### config.mk
export PLATFORM = sky130hd
export DESIGN_NAME = pipe_ctrl
export DESIGN_NICKNAME = d
export VERILOG_FILES = /design/src/rtl/miscv_pipe_pkg.sv /design/src/rtl/pipe_ctrl_hazard_detect.sv /design/src/rtl/pipe_ctrl.sv
export SDC_FILE = /design/constraint.sdc
export NUM_CORES = 1
export LEC_CHECK = 0
export BUFFER_PORTS_ARGS = -buffer_cell sky130_fd_sc_hd__buf_2
export CAP_MARGIN = 20
export CORE_UTILIZATION = 41
export DETAILED_ROUTE_END_ITERATION = 8
export MAX_ROUTING_LAYER = met4
export PLACE_DENSITY = 0.86
export SLEW_MARGIN = 40
export SYNTH_ARGS = -nofsm -noshare
export SYNTH_HDL_FRONTEND = slang
export SYNTH_HIERARCHICAL = 1
export SYNTH_SLANG_ARGS = --single-unit
export TNS_END_PERCENT = 20
### constraint.sdc
create_clock -name CLK -period 2.3 [get_ports CLK]
set_input_delay 0.46 -clock CLK [delete_from_list [all_inputs] [get_ports CLK]]
set_output_delay 0.46 -clock CLK [all_outputs]
set_load 0.005 [all_outputs]
### src/rtl/miscv_pipe_pkg.sv
// Shared types and constants for the five-stage pipeline sequencing controller.
package miscv_pipe_pkg;

  typedef enum logic {
    RUN      = 1'b0,
    MUL_WAIT = 1'b1
  } pipe_state_e;

  localparam logic [15:0] NOP_INSTR = 16'h0000;
  localparam int          DEF_REG_W = 4;

  // Per-cycle pipeline register control bundle
  typedef struct packed {
    logic pc_write;
    logic ifid_write;
    logic idex_write;
    logic ifid_flush;
    logic idex_bubble;
    logic exmem_bubble;
    logic mul_busy;
  } pipe_ctrl_t;

  function automatic logic [15:0] sat_inc16(input logic [15:0] v);
    return (v == 16'hFFFF) ? v : v + 16'd1;
  endfunction

endpackage

### src/rtl/pipe_ctrl_hazard_detect.sv
// Combinational load-use comparator: a load in EX feeding a source of the ID instruction.
module hazard_detect
  import miscv_pipe_pkg::*;
#(
  parameter int REG_W = DEF_REG_W
) (
  input  logic             MemRead,
  input  logic [REG_W-1:0] Rd,
  input  logic [REG_W-1:0] Rs,
  input  logic [REG_W-1:0] Rt,
  input  logic             UsesRt,
  output logic             LoadUse
);

  // r0 is hardwired zero, so a load targeting it never creates a dependency
  assign LoadUse = MemRead && (Rd != '0) && ((Rd == Rs) || (UsesRt && (Rd == Rt)));

endmodule

### src/rtl/pipe_ctrl.sv
// Pipeline sequencing controller: PC/IF/ID/EX/MEM enables, flushes and bubbles.
// Optional performance counters are built when PIPE_CTRL_PERF_EN is defined.
module pipe_ctrl
  import miscv_pipe_pkg::*;
#(
  parameter int REG_W      = DEF_REG_W,
  parameter int MUL_CYCLES = 4
) (
  input  logic             CLK,
  input  logic             ResetN,
  input  logic             IMemReady,
  input  logic             DMemReady,
  input  logic [REG_W-1:0] IFID_Rs,
  input  logic [REG_W-1:0] IFID_Rt,
  input  logic             IFID_UsesRt,
  input  logic             IDEX_MemRead,
  input  logic [REG_W-1:0] IDEX_Rd,
  input  logic             EX_BranchTaken,
  input  logic             EX_MulStart,
  output logic             PCWrite,
  output logic             IFIDWrite,
  output logic             IDEXWrite,
  output logic             IFIDFlush,
  output logic             IDEXBubble,
  output logic             EXMEMBubble,
  output logic             MulBusy,
  output logic [15:0]      StallCnt,
  output logic [15:0]      FlushCnt
);

  localparam bit         MUL_MULTI = (MUL_CYCLES > 1);
  localparam logic [3:0] MUL_LOAD  = MUL_MULTI ? 4'(MUL_CYCLES - 2) : 4'd0;

  pipe_state_e state, state_nxt;
  logic [3:0]  mul_cnt, mul_cnt_nxt;
  logic        load_use;
  logic        mul_stall;
  logic        flush_evt;
  pipe_ctrl_t  ctrl;

  hazard_detect #(.REG_W(REG_W)) u_hazard (
    .MemRead (IDEX_MemRead),
    .Rd      (IDEX_Rd),
    .Rs      (IFID_Rs),
    .Rt      (IFID_Rt),
    .UsesRt  (IFID_UsesRt),
    .LoadUse (load_use)
  );

  assign mul_stall = (state == MUL_WAIT) || (EX_MulStart && MUL_MULTI);

  always_ff @(posedge CLK or negedge ResetN) begin
    if (!ResetN) begin
      state   <= RUN;
      mul_cnt <= 4'd0;
    end else begin
      state   <= state_nxt;
      mul_cnt <= mul_cnt_nxt;
    end
  end

  // Frozen cycles (DMemReady=0) neither advance nor start the multiply sequence.
  // The wait ends as the count drains through 1, so the front end sees exactly
  // MUL_CYCLES-1 unfrozen stall cycles including the start cycle.
  always_comb begin
    state_nxt   = state;
    mul_cnt_nxt = mul_cnt;
    if (DMemReady) begin
      case (state)
        RUN: begin
          if (EX_MulStart && MUL_MULTI) begin
            state_nxt   = MUL_WAIT;
            mul_cnt_nxt = MUL_LOAD;
          end
        end
        MUL_WAIT: begin
          if (mul_cnt <= 4'd1) begin
            state_nxt   = RUN;
            mul_cnt_nxt = 4'd0;
          end else begin
            mul_cnt_nxt = mul_cnt - 4'd1;
          end
        end
        default: begin
          state_nxt   = RUN;
          mul_cnt_nxt = 4'd0;
        end
      endcase
    end
  end

  always_comb begin
    ctrl      = '{pc_write: 1'b1, ifid_write: 1'b1, idex_write: 1'b1, default: 1'b0};
    flush_evt = 1'b0;
    if (!ResetN) begin
      ctrl = '{ifid_flush: 1'b1, idex_bubble: 1'b1, exmem_bubble: 1'b1, default: 1'b0};
    end else if (!DMemReady) begin
      ctrl          = '0;
      ctrl.mul_busy = (state == MUL_WAIT);
    end else if (mul_stall) begin
      ctrl.pc_write     = 1'b0;
      ctrl.ifid_write   = 1'b0;
      ctrl.idex_write   = 1'b0;
      ctrl.exmem_bubble = 1'b1;
      ctrl.mul_busy     = 1'b1;
    end else if (EX_BranchTaken) begin
      // Branch wins over a coincident load-use: the dependent instruction is squashed anyway
      ctrl.ifid_flush  = 1'b1;
      ctrl.idex_bubble = 1'b1;
      flush_evt        = 1'b1;
    end else if (load_use) begin
      ctrl.pc_write    = 1'b0;
      ctrl.ifid_write  = 1'b0;
      ctrl.idex_bubble = 1'b1;
    end else if (!IMemReady) begin
      ctrl.pc_write   = 1'b0;
      ctrl.ifid_flush = 1'b1;
    end
  end

  assign PCWrite     = ctrl.pc_write;
  assign IFIDWrite   = ctrl.ifid_write;
  assign IDEXWrite   = ctrl.idex_write;
  assign IFIDFlush   = ctrl.ifid_flush;
  assign IDEXBubble  = ctrl.idex_bubble;
  assign EXMEMBubble = ctrl.exmem_bubble;
  assign MulBusy     = ctrl.mul_busy;

`ifdef PIPE_CTRL_PERF_EN
  logic [15:0] stall_q, flush_q;

  always_ff @(posedge CLK or negedge ResetN) begin
    if (!ResetN) begin
      stall_q <= 16'h0000;
      flush_q <= 16'h0000;
    end else begin
      if (!ctrl.pc_write) stall_q <= sat_inc16(stall_q);
      if (flush_evt)      flush_q <= sat_inc16(flush_q);
    end
  end

  assign StallCnt = stall_q;
  assign FlushCnt = flush_q;
`else
  logic unused_perf;
  assign unused_perf = flush_evt;
  assign StallCnt    = 16'h0000;
  assign FlushCnt    = 16'h0000;
`endif

endmodule

[Word-level counts from Yosys, hierarchy flattened]
Cells that the tools add are included.
Operators by class
  add/sub/neg operators: 1
  $lt $le $gt $ge: 1
  equal/unequal tests: 3
  mux-type cells: 20
  bitwise operators: 1
  reductions and logical operators: 7
Operators with widths (number)
  $mux 7: 2
  $mux 2: 5
  $mux 1: 9
  $eq 4x4->1: 2
  $mux 4: 2
  $pmux 4 s2: 1
  $le 4x1->1 const B: 1
  $reduce_bool 4->1: 1
  $sub 4x1->4 const B: 1
  $logic_and 1x1->1: 3
  $logic_or 1x1->1: 2
  $ne 2x2->1 const B: 1
  $pmux 1 s2: 1
  $reduce_and 2->1: 1
  $not 1->1: 1
Word-level totals
  register bits: 5
  input port bits: 20
  output and inout bits: 39
  word-level logic and storage cells: 35

[Logic depth before layout (Yosys ltp)]
  word-level depth: 9
  depth in mapped cells: 6
  gate-level depth less buffers: 6

[By module]
Netlist, hierarchy kept.
Modules (own cells, without submodules)
  pipe_ctrl: times used 1, cells an instance 77, area an instance 614.3 um2, sequential area each 125.1 um2
  hazard_detect: times used 1, cells an instance 13, area an instance 106.4 um2, sequential area each 0.0 um2

[Least setup slack after synthesis]
Ideal clock, no wire load.
  kind: input to output
  start point: input IDEX_Rd[0]
  end point: output PCWrite
  arrival: 1344 ps
  data required time: 1840 ps
  setup slack: 496 ps
  cell stages on the path: 5
  path buffers: 0
  cell sequence: o41a_1 -> nand3_1 -> o2bb2ai_1 -> nand2b_1 -> a21oi_1
On the way
  cells in the longest elaborated chain, start to end: 9
  elaborated cells between the ends (all ways): 12
  those cells by class: eq/ne (2); mux (5); reduce/logical (5)
Ends and longest elaborated chain
  start: declaration: line pipe_ctrl.sv:17  | input logic [REG_W-1:0] IDEX_Rd,
  $eq 4x4->1: line pipe_ctrl_hazard_detect.sv:16  | assign LoadUse = MemRead && (Rd != '0) && ((Rd == Rs) || (UsesRt && (Rd == Rt)));
  $logic_and 1x1->1: line pipe_ctrl_hazard_detect.sv:16
  $logic_or 1x1->1: line pipe_ctrl_hazard_detect.sv:16
  $logic_and 1x1->1 *: line pipe_ctrl_hazard_detect.sv:16
  via load_use: line pipe_ctrl.sv:36  | logic load_use;
  $mux 1 *: line pipe_ctrl.sv:111  | end else if (load_use) begin
  $mux 2 *: line pipe_ctrl.sv:106  | end else if (EX_BranchTaken) begin
  $mux 2 *: line pipe_ctrl.sv:100  | end else if (mul_stall) begin
  $mux 7 *: line pipe_ctrl.sv:97  | end else if (!DMemReady) begin
  $mux 7 *: line pipe_ctrl.sv:95  | if (!ResetN) begin
  end: declaration: line pipe_ctrl.sv:20  | output logic PCWrite,
Mark *: on every way through the listed nets, which the timed path passes. The rest lies on a longest branch.

[Final worst setup path]
Same ends and word-level chain as after synthesis.

==> flow_metrics.py <==
metrics = {
    "cells_and_area": {
        "multi_input_area_um2": 449,
        "diodes": 0,
        "stdcell_count": 135,
        "fin_nets": 142,
        "drive_gt1_share_pct": 28.6,
        "fill_cells": 152,
        "syn_to_final_growth_pct": 7.29,
        "post-route-util_pct": 49.0,
        "final_area_um2": 773,
        "regArea_um2": 125,
    },
    "min_path": {
        "hold_class": "input port to async pin",
    },
    "sta": {
        "rsz0062_at_grt": "false",
        "finalSetupTns_ps": 0,
        "slew_viol_final": 0,
        "setup_viol": 0,
        "fin_crit_ps": 2100,
        "max_freq_ghz": 0.477,
        "setup_slack_ps": 202,
        "post-route-period-util_pct": 91.2,
        "hold_violations": 0,
        "finalClockSkew_ps": 0.975,
        "worst_hold_slack_ps": 52.8,
    },
    "placement": {
        "place_congestion": 0.810,
        "placedCellCount": 131,
        "post-place-ws_ps": 196,
        "portBuffers": 26,
        "dpl.hpwl_um": 1070,
        "place_area_um2": 747,
    },
    "job": {
        "cap_viol_max_count": 0,
    },
    "synthesis": {
        "postSynth.asyncResetShare_pct": 100,
        "syn_area_per_cell_um2": 8.01,
        "ys_types": 28,
        "ys_ff_latch": 5,
        "ys_warn_count": 6,
        "ys_seq_area_share_pct": 17.4,
        "syn-cell-area_um2": 721,
        "synthesis.instances": 90,
        "synth_edf_count": 0,
        "synth-main-ff-cell": "dfrtp_1",
    },
    "cts": {
        "holdBufCountCts": 0,
        "postCtsSetupRepairBufs": 0,
        "root_buffer": "clkbuf_4",
        "htree_levels": 1,
        "cts_resized": 0,
        "clk_latency_ps": 250,
        "cts_tree": "yes",
        "clkTransAtPathRegs_ps": 40,
        "clock_sinks": 5,
        "cts.path.max_buffers": 2,
        "cts_buffers": 3,
    },
    "global_routing": {
        "grt_util_all_layers_pct": 15.6,
        "grt_pass1_vias": 572,
        "globalRouteOverflowTotal": 0,
        "grt_max_degree": 11,
        "antenna_found_initial": 0,
        "grt_pass1_wl_um": 2160,
    },
    "drt": {
        "postRouteAntennaNets": 0,
        "wl_met3_um": 88,
        "drt-met1-wl_um": 489,
        "wl_met2_um": 661,
        "drc": 2,
        "via_count": 599,
        "top_layer": "met4",
        "dr.pass1.iters": 8,
        "routed_via_density": 4.44,
        "wl_um": 1250,
        "drt_iter0_drc": 12,
        "wire_per_inst_um": 9.29,
    },
    "critical_path": {
        "critical_path_arrival_ps": 1640,
        "cp_max_fo": 4,
        "worstPathRequired_ps": 1840,
        "crit_path_end_kind": "primary output",
        "crit_type": "input port to primary output",
        "critPathLaunchType": "input port",
    },
    "floorplan": {
        "die_w_um": 43.9,
        "die_y_um": 43.9,
        "core_mm2": 0.00158,
        "die_area_mm2": 0.00193,
        "rows": 14,
        "io_pins": 59,
        "start_util_pct": 45.7,
    },
    "power": {
        "p_total_mw": 0.526,
        "p_leak_nw": 0.441,
        "powerDensity_mw_per_mm2": 680,
        "ir_drop_mv": 0.433,
    },
    "outcome": {
        "violations": "design-rule violations",
        "run_status": "complete, but fails checks",
    },
}
[critical path: stages]
cell and delay [ps]:
buf_2 120, o41a_1 440, nand3_1 90, o2bb2ai_1 100, nand2b_1 160, a21oi_1 140
buf_2 130
[final cells by class]
type / instances / area share (%)
tap: 16 / 2.59
timing repair buffer: 26 / 16.8
multi-input combinational: 78 / 58.1
sequential: 5 / 16.2
clock buffer: 4 / 3.40
inverter: 6 / 2.91
[layout by cell type, fill, tap and decap left out]
cell type	count
nand3_1	2
xnor2_1	4
o21ai_0	3
buf_2	26
and2_4	1
nand2b_1	1
dfrtp_1	5
a21oi_1	4
or2_1	1
o31ai_2	2
a2bb2oi_1	1
nor2b_1	2
o21ai_1	1
nand4b_1	1
o2bb2ai_1	1
clkbuf_1	1
xor2_1	4
nor2_1	2
clkbuf_4	3
a22o_1	1
mux2i_1	1
a31oi_1	1
inv_1	6
o41a_1	1
nor3b_2	1
ha_1	2
conb_1	32
nand2_1	7
nor4_1	1
nor3_2	1
[power breakdown]
| group | switching, mW | internal [mW] | leakage (nW) |
|---|---|---|---|
| Clock | 0.0378 | 0.0657 | 0.0150 |
| Combinational | 0.122 | 0.119 | 0.374 |
| Sequential | 0.0524 | 0.129 | 0.0529 |
[kinds of logic after synthesis]
kind of cell,after synthesis,share of synthesized area [%]
flops,5,17.4
compound gates,15,15.1
fa+ha+maj,2,3.47
simple gates,20,16.0
xor+xnor,8,9.72
buf+inv,38,36.5
mux,1,1.39
other cells,1,0.520
[cell usage after synthesis (2+ instances only)]
cell type | n | share of area, %
a21oi_1 | 4 | 2.8
buf_4 | 32 | 33
dfrtp_1 | 5 | 17
ha_1 | 2 | 3.5
inv_1 | 6 | 3.1
nand2_1 | 7 | 3.6
nand3_1 | 2 | 1.4
nor2_1 | 2 | 1.0
nor2b_1 | 2 | 1.7
o21ai_0 | 3 | 2.1
o31ai_2 | 2 | 3.5
xnor2_1 | 4 | 4.9
xor2_1 | 4 | 4.9
[layer usage]
metal  GRT usage [%]  vias to the layer above
met5               -                        -
met2            28.1                       35
met3            4.17                        2
li1                -                      291
met1            15.6                      271
met4            7.27                        0
[sequential cells by signal, summed over array words and instances, names as in the netlist]
signal and flops:
mul_cnt 4, state 1
[final timing paths]
| check | from | end | slack [ps] | cells after the start |
|---|---|---|---|---|
| worst max-delay path | IDEX_Rd[0] | PCWrite | 200 | 7 |
| worst min-delay path | ResetN | mul_cnt[1] | 50 | 1 |
| worst max register to register | mul_cnt[0] | mul_cnt[0] | 840 | 5 |
| worst min register to register | mul_cnt[0] | mul_cnt[0] | 570 | 1 |
| max in group asynchronous | ResetN | mul_cnt[3] | 2070 | 1 |
| min in group CLK | DMemReady | state | 490 | 2 |
Power figures use the tool's default switching activity.
